===== config.mk =====
export PLATFORM = sky130hd
export DESIGN_NAME = hazard_stall_ctrl_flat
export DESIGN_NICKNAME = d
export VERILOG_FILES = /design/src/rtl/hazard_stall_ctrl_if.sv /design/src/rtl/hazard_stall_ctrl.sv /design/src/flat_wrapper.sv
export SDC_FILE = /design/constraint.sdc
export NUM_CORES = 1
export LEC_CHECK = 0
export BUFFER_PORTS_ARGS = -buffer_cell sky130_fd_sc_hd__buf_2
export CAP_MARGIN = 20
export CORE_UTILIZATION = 56
export DETAILED_ROUTE_END_ITERATION = 8
export PLACE_DENSITY_LB_ADDON = 0.3
export SETUP_SLACK_MARGIN = 0.2
export SYNTH_ARGS = -nofsm -noshare
export SYNTH_HDL_FRONTEND = slang
export SYNTH_SLANG_ARGS = --single-unit

===== constraint.sdc =====
create_clock -name clk -period 9.8 [get_ports clk]
set_input_delay 1.96 -clock clk [delete_from_list [all_inputs] [get_ports clk]]
set_output_delay 1.96 -clock clk [all_outputs]
set_load 0.1 [all_outputs]

===== src/rtl/hazard_stall_ctrl_if.sv =====
// Pipeline-facing signal bundle for the hazard/stall controller.
// master = pipeline side driving hazard sources, slave = the controller.
interface hazard_stall_ctrl_if #(
  parameter int unsigned CNT_W = 32
);
  logic             EX_MemRead;
  logic [4:0]       EX_rd;
  logic [4:0]       ID_rs;
  logic [4:0]       ID_rt;
  logic             ID_use_rs;
  logic             ID_use_rt;
  logic             EX_branch_taken;
  logic             EX_md_start;
  logic             ID_md_use;
  logic             imem_ready;
  logic             PCWrite;
  logic             IF_IDWrite;
  logic             IF_Flush;
  logic             ID_EXFlush;
  logic             md_busy;
  logic [CNT_W-1:0] stall_cycles;

  modport master (
    output EX_MemRead, EX_rd, ID_rs, ID_rt, ID_use_rs, ID_use_rt,
           EX_branch_taken, EX_md_start, ID_md_use, imem_ready,
    input  PCWrite, IF_IDWrite, IF_Flush, ID_EXFlush, md_busy, stall_cycles
  );

  modport slave (
    input  EX_MemRead, EX_rd, ID_rs, ID_rt, ID_use_rs, ID_use_rt,
           EX_branch_taken, EX_md_start, ID_md_use, imem_ready,
    output PCWrite, IF_IDWrite, IF_Flush, ID_EXFlush, md_busy, stall_cycles
  );
endinterface


===== src/rtl/hazard_stall_ctrl.sv =====
// Central 5-stage pipeline hazard controller: redirect, mul/div and load-use
// stalls, fetch wait bubbles, plus a saturating stall-cycle counter.
module hazard_stall_ctrl #(
  parameter int unsigned MD_LATENCY = 32,
  parameter int unsigned CNT_W      = 32
) (
  input logic             clk,
  input logic             reset,
  hazard_stall_ctrl_if.slave hz
);

  localparam int unsigned MD_CNT_W = (MD_LATENCY > 1) ? $clog2(MD_LATENCY) : 1;
  localparam logic [MD_CNT_W-1:0] MD_LOAD = MD_CNT_W'(MD_LATENCY - 1);

  typedef enum logic {IDLE, BUSY} md_state_e;

  md_state_e           state_q, state_d;
  logic [MD_CNT_W-1:0] cnt_q, cnt_d;
  logic [CNT_W-1:0]    stall_q;
  logic                md_busy;
  logic                load_use;
  logic                pc_write, ifid_write, if_flush, idex_flush;

  // Mul/div occupancy state register
  always_ff @(posedge clk or posedge reset) begin
    if (reset) begin
      state_q <= IDLE;
      cnt_q   <= '0;
    end else begin
      state_q <= state_d;
      cnt_q   <= cnt_d;
    end
  end

  // A start while BUSY is ignored so the window is never stretched
  always_comb begin
    state_d = state_q;
    cnt_d   = cnt_q;
    case (state_q)
      IDLE: begin
        if (hz.EX_md_start) begin
          state_d = BUSY;
          cnt_d   = MD_LOAD;
        end
      end
      BUSY: begin
        if (cnt_q != '0) cnt_d = cnt_q - MD_CNT_W'(1);
        else             state_d = IDLE;
      end
      default: state_d = IDLE;
    endcase
  end

  assign md_busy  = (state_q == BUSY);
  assign load_use = hz.EX_MemRead && (hz.EX_rd != 5'd0) &&
                    ((hz.ID_use_rs && (hz.ID_rs == hz.EX_rd)) ||
                     (hz.ID_use_rt && (hz.ID_rt == hz.EX_rd)));

  // Same-cycle control, first matching rule wins
  always_comb begin
    pc_write   = 1'b1;
    ifid_write = 1'b1;
    if_flush   = 1'b0;
    idex_flush = 1'b0;
    if (reset) begin
      pc_write   = 1'b0;
      ifid_write = 1'b0;
      if_flush   = 1'b1;
      idex_flush = 1'b1;
    end else if (hz.EX_branch_taken) begin
      if_flush   = 1'b1;
      idex_flush = 1'b1;
    end else if ((md_busy && hz.ID_md_use) || load_use) begin
      pc_write   = 1'b0;
      ifid_write = 1'b0;
      idex_flush = 1'b1;
    end else if (!hz.imem_ready) begin
      pc_write   = 1'b0;
      if_flush   = 1'b1;
    end
  end

  // Stall-cycle counter sticks at all-ones
  always_ff @(posedge clk or posedge reset) begin
    if (reset) begin
      stall_q <= '0;
    end else if (!pc_write && (stall_q != '1)) begin
      stall_q <= stall_q + CNT_W'(1);
    end
  end

  assign hz.PCWrite      = pc_write;
  assign hz.IF_IDWrite   = ifid_write;
  assign hz.IF_Flush     = if_flush;
  assign hz.ID_EXFlush   = idex_flush;
  assign hz.md_busy      = md_busy;
  assign hz.stall_cycles = stall_q;

endmodule


===== src/flat_wrapper.sv =====
// flat-port wrapper written by rule: the top's interface ports become plain ports
module hazard_stall_ctrl_flat 
#(
  parameter int unsigned MD_LATENCY = 32,
  parameter int unsigned CNT_W      = 32
)
  (clk, reset, hz_EX_MemRead, hz_EX_rd, hz_ID_rs, hz_ID_rt, hz_ID_use_rs, hz_ID_use_rt, hz_EX_branch_taken, hz_EX_md_start, hz_ID_md_use, hz_imem_ready, hz_PCWrite, hz_IF_IDWrite, hz_IF_Flush, hz_ID_EXFlush, hz_md_busy, hz_stall_cycles);
  hazard_stall_ctrl_if #(.CNT_W(CNT_W)) hz_i ();
  input logic clk;
  input logic reset;
  input wire logic [$bits(hz_i.EX_MemRead)-1:0] hz_EX_MemRead;
  input wire logic [$bits(hz_i.EX_rd)-1:0] hz_EX_rd;
  input wire logic [$bits(hz_i.ID_rs)-1:0] hz_ID_rs;
  input wire logic [$bits(hz_i.ID_rt)-1:0] hz_ID_rt;
  input wire logic [$bits(hz_i.ID_use_rs)-1:0] hz_ID_use_rs;
  input wire logic [$bits(hz_i.ID_use_rt)-1:0] hz_ID_use_rt;
  input wire logic [$bits(hz_i.EX_branch_taken)-1:0] hz_EX_branch_taken;
  input wire logic [$bits(hz_i.EX_md_start)-1:0] hz_EX_md_start;
  input wire logic [$bits(hz_i.ID_md_use)-1:0] hz_ID_md_use;
  input wire logic [$bits(hz_i.imem_ready)-1:0] hz_imem_ready;
  output wire logic [$bits(hz_i.PCWrite)-1:0] hz_PCWrite;
  output wire logic [$bits(hz_i.IF_IDWrite)-1:0] hz_IF_IDWrite;
  output wire logic [$bits(hz_i.IF_Flush)-1:0] hz_IF_Flush;
  output wire logic [$bits(hz_i.ID_EXFlush)-1:0] hz_ID_EXFlush;
  output wire logic [$bits(hz_i.md_busy)-1:0] hz_md_busy;
  output wire logic [$bits(hz_i.stall_cycles)-1:0] hz_stall_cycles;
  assign hz_i.EX_MemRead = hz_EX_MemRead;
  assign hz_i.EX_rd = hz_EX_rd;
  assign hz_i.ID_rs = hz_ID_rs;
  assign hz_i.ID_rt = hz_ID_rt;
  assign hz_i.ID_use_rs = hz_ID_use_rs;
  assign hz_i.ID_use_rt = hz_ID_use_rt;
  assign hz_i.EX_branch_taken = hz_EX_branch_taken;
  assign hz_i.EX_md_start = hz_EX_md_start;
  assign hz_i.ID_md_use = hz_ID_md_use;
  assign hz_i.imem_ready = hz_imem_ready;
  assign hz_PCWrite = hz_i.PCWrite;
  assign hz_IF_IDWrite = hz_i.IF_IDWrite;
  assign hz_IF_Flush = hz_i.IF_Flush;
  assign hz_ID_EXFlush = hz_i.ID_EXFlush;
  assign hz_md_busy = hz_i.md_busy;
  assign hz_stall_cycles = hz_i.stall_cycles;
  hazard_stall_ctrl #(.MD_LATENCY(MD_LATENCY), .CNT_W(CNT_W)) u_core (.clk(clk), .reset(reset), .hz(hz_i));
endmodule

==> impl_metrics.env <==
export IMPL_status="finished clean"
export IMPL_fmax_ghz=0.166
export IMPL_yosysWarnings=0
export IMPL_cts_made_buffers=5
export IMPL_cts_root_buf="clkbuf_8"
export IMPL_regArea_sq_um=951
export IMPL_maxCapViolCount=0
export IMPL_ys_types=37
export IMPL_first_pass_iters=4
export IMPL_port_buffers=60
export IMPL_path_cells="buf_2 -> inv_1 -> buf_4 -> nand3_1 -> a2bb2oi_2 -> o21a_1 -> inv_1 -> buf_2"
export IMPL_vias=1821
export IMPL_fillers=313
export IMPL_post_cts_resized=0
export IMPL_htree_levels=2
export IMPL_hold_class="reg -> reg"
export IMPL_cts_tree="done"
export IMPL_diodes=0
export IMPL_fp_row_count=22
export IMPL_io_pins=61
export IMPL_die_area_sq_mm=0.00413
export IMPL_drt_initial_drc_count=51
export IMPL_synth_seq_cells=38
export IMPL_multi_input_area_sq_mm=0.00115
export IMPL_fin_crit_ns=6.02
export IMPL_cts_sinks=38
export IMPL_area_delta_synth_final_pct=20.5
export IMPL_cp_max_fo=40
export IMPL_fin_nets=307
export IMPL_die_h_um=64.2
export IMPL_drive_gt1_frac=0.310
export IMPL_worstSkewPairLatency_ns=0.29
export IMPL_tightest_slew_ns=0.959
export IMPL_gp_congestion=0.801
export IMPL_clock_path_buffers=2
export IMPL_pwr_density_cell_mw_per_mm2=231
export IMPL_path_class="in -> out"
export IMPL_wl_um=4440
export IMPL_critPathCaptureType="primary output"
export IMPL_worst_setup_path_start_kind="input port"
export IMPL_grt_util_all_layers=0.238
export IMPL_power_leakage_nw=1.28
export IMPL_critPathSlowestCell="o21a_1"
export IMPL_dieWidth_um=64.2
export IMPL_hold_violations=0
export IMPL_grt_pass1_wl_um=7400
export IMPL_post_cts_setup_buffer_count=0
export IMPL_first_global_vias=1752
export IMPL_final_common_cell="buf_2"
export IMPL_start_util=0.588
export IMPL_finClkSkew_ns=0.00672
export IMPL_crit_required_ns=7.84
export IMPL_drc=0
export IMPL_fin_crit_sh=0.614
export IMPL_p_total_mw=0.604
export IMPL_finalMaxSlewViolations=0
export IMPL_dpl_hpwl_um=3190
export IMPL_layout_common_cells="60 x buf_2, 38 x dfrtp_1, 31 x xnor2_1"
export IMPL_ir_worst_vdd_uv=286
export IMPL_setup_viol=0
export IMPL_slowest_delay_ns=0.43
export IMPL_core_sq_mm=0.00369
export IMPL_cp_arrival_ns=4.06
export IMPL_fin_util=0.709
export IMPL_hold_buffers=0
export IMPL_drtAntennaViolNets=0
export IMPL_fin_tns_setup_ns=0
export IMPL_grt_ovfl_total=0
export IMPL_ys_seq_area_frac=0.438
export IMPL_post_drt_wl_per_cell_um=13.5
export IMPL_slew_headroom=0.352
export IMPL_synthCells=216
export IMPL_antenna_found_initial=0
export IMPL_routed_via_density=5.53
export IMPL_clkTransAtPathRegs_ns=0.07
export IMPL_grt_max_degree=41
export IMPL_avgSynthCellArea_sq_um=10.0
export IMPL_rsz0062_at_grt="false"
export IMPL_synth_nets=243
export IMPL_synth_area_sq_mm=0.00217
## state kept, by name, indices dropped and copies added, names as in the netlist
register and flops:
u_core.hz.md_busy 1, u_core.cnt_q 5, u_core.hz.stall_cycles 32
## cells by family (layout without fill, tap and decap cells)
logic type               after synthesis  after routing  synth area share
multiplexers                           2              2           0.00980
XOR/XNOR                              42             42             0.170
adder cells (fa/ha/maj)                3              3            0.0173
buffers and inverters                 13             78            0.0306
flip-flops                            38             38             0.438
AND/OR/NAND/NOR                      104            104             0.285
AO/OA/AOI/OAI                         14             14            0.0490
## path summary, 6_finish.rpt
path | start | endpoint | slack (ns) | cells after the start
min in group asynchronous | reset | u_core.cnt_q[2] | 1.79 | 3
max in group asynchronous | reset | u_core.hz.stall_cycles[4] | 7.67 | 3
min reg2reg | u_core.hz.stall_cycles[24] | u_core.hz.stall_cycles[24] | 0.50 | 1
min | u_core.hz.stall_cycles[24] | u_core.hz.stall_cycles[24] | 0.50 | 1
max reg2reg | u_core.hz.md_busy | u_core.hz.stall_cycles[1] | 7.32 | 6
max | reset | hz_PCWrite | 3.78 | 8
## report_power, final
group	internal (mW)	total (mW)	switching (mW)	leakage, nW
Combinational	0.0606	0.255	0.194	0.724
Sequential	0.185	0.220	0.0350	0.496
Clock	0.0749	0.130	0.0551	0.0579
## routing by layer
layer,wire (um),track usage
met3,255,0.0607
met4,108,0.131
met5,0,0
met1,1930,0.278
met2,2150,0.396
## synthesized netlist by cell type (all sizes together)
master	number	area, sq um
xor2	11	96.3
mux2	1	11.3
o21a	2	15.0
mux2i	1	10.0
nand4	17	143
and3	5	31.3
a21oi	3	15.0
buf	4	32.5
and4	2	17.5
nand2	22	85.1
nand3	18	125
ha	3	37.5
nor3b	1	12.5
o2111ai	2	23.8
xnor2	31	272
and2	2	12.5
a21boi	1	7.51
nor4b	1	8.76
o21ai	3	15.0
nor3	9	50.1
inv	9	33.8
a2bb2oi	1	15.0
o41ai	1	8.76
o22ai	1	6.26
dfrtp	38	951
or4	2	15.0
nor2	23	91.3
or3	1	6.26
nor4	1	21.3
## cell type report
type,count,area share
clock buffer,5,0.0263
clock inverter,3,0.0153
inverter,9,0.0129
multi-input combinational,165,0.441
sequential,38,0.364
tap,48,0.0230
timing repair buffer,61,0.118
## worst max-delay path, delay by kind of cell
| family | cells | cell delay [ns] |
|---|---|---|
| and+or+nand+nor | 1 | 0.27 |
| AOI/OAI and AO/OA | 2 | 0.67 |
| buffers and inverters | 5 | 1.12 |
## per-stage QoR
| step | std cells | setup slack (ns) | hold slack (ns) | instance area [sq um] |
|---|---|---|---|---|
| 3_3_place_gp | 321 | 3.80 | 0.476 | 2500 |
| 5_1_grt | 329 | 3.56 | 0.513 | 2610 |
| 3_5_place_dp | 321 | 3.75 | 0.484 | 2500 |
| 6_report | 329 | 3.78 | 0.495 | 2610 |
| 4_1_cts | 329 | 3.74 | 0.494 | 2610 |
| 2_1_floorplan | 216 | 2.75 | 0.473 | 2170 |
Power figures use the tool's default switching activity.
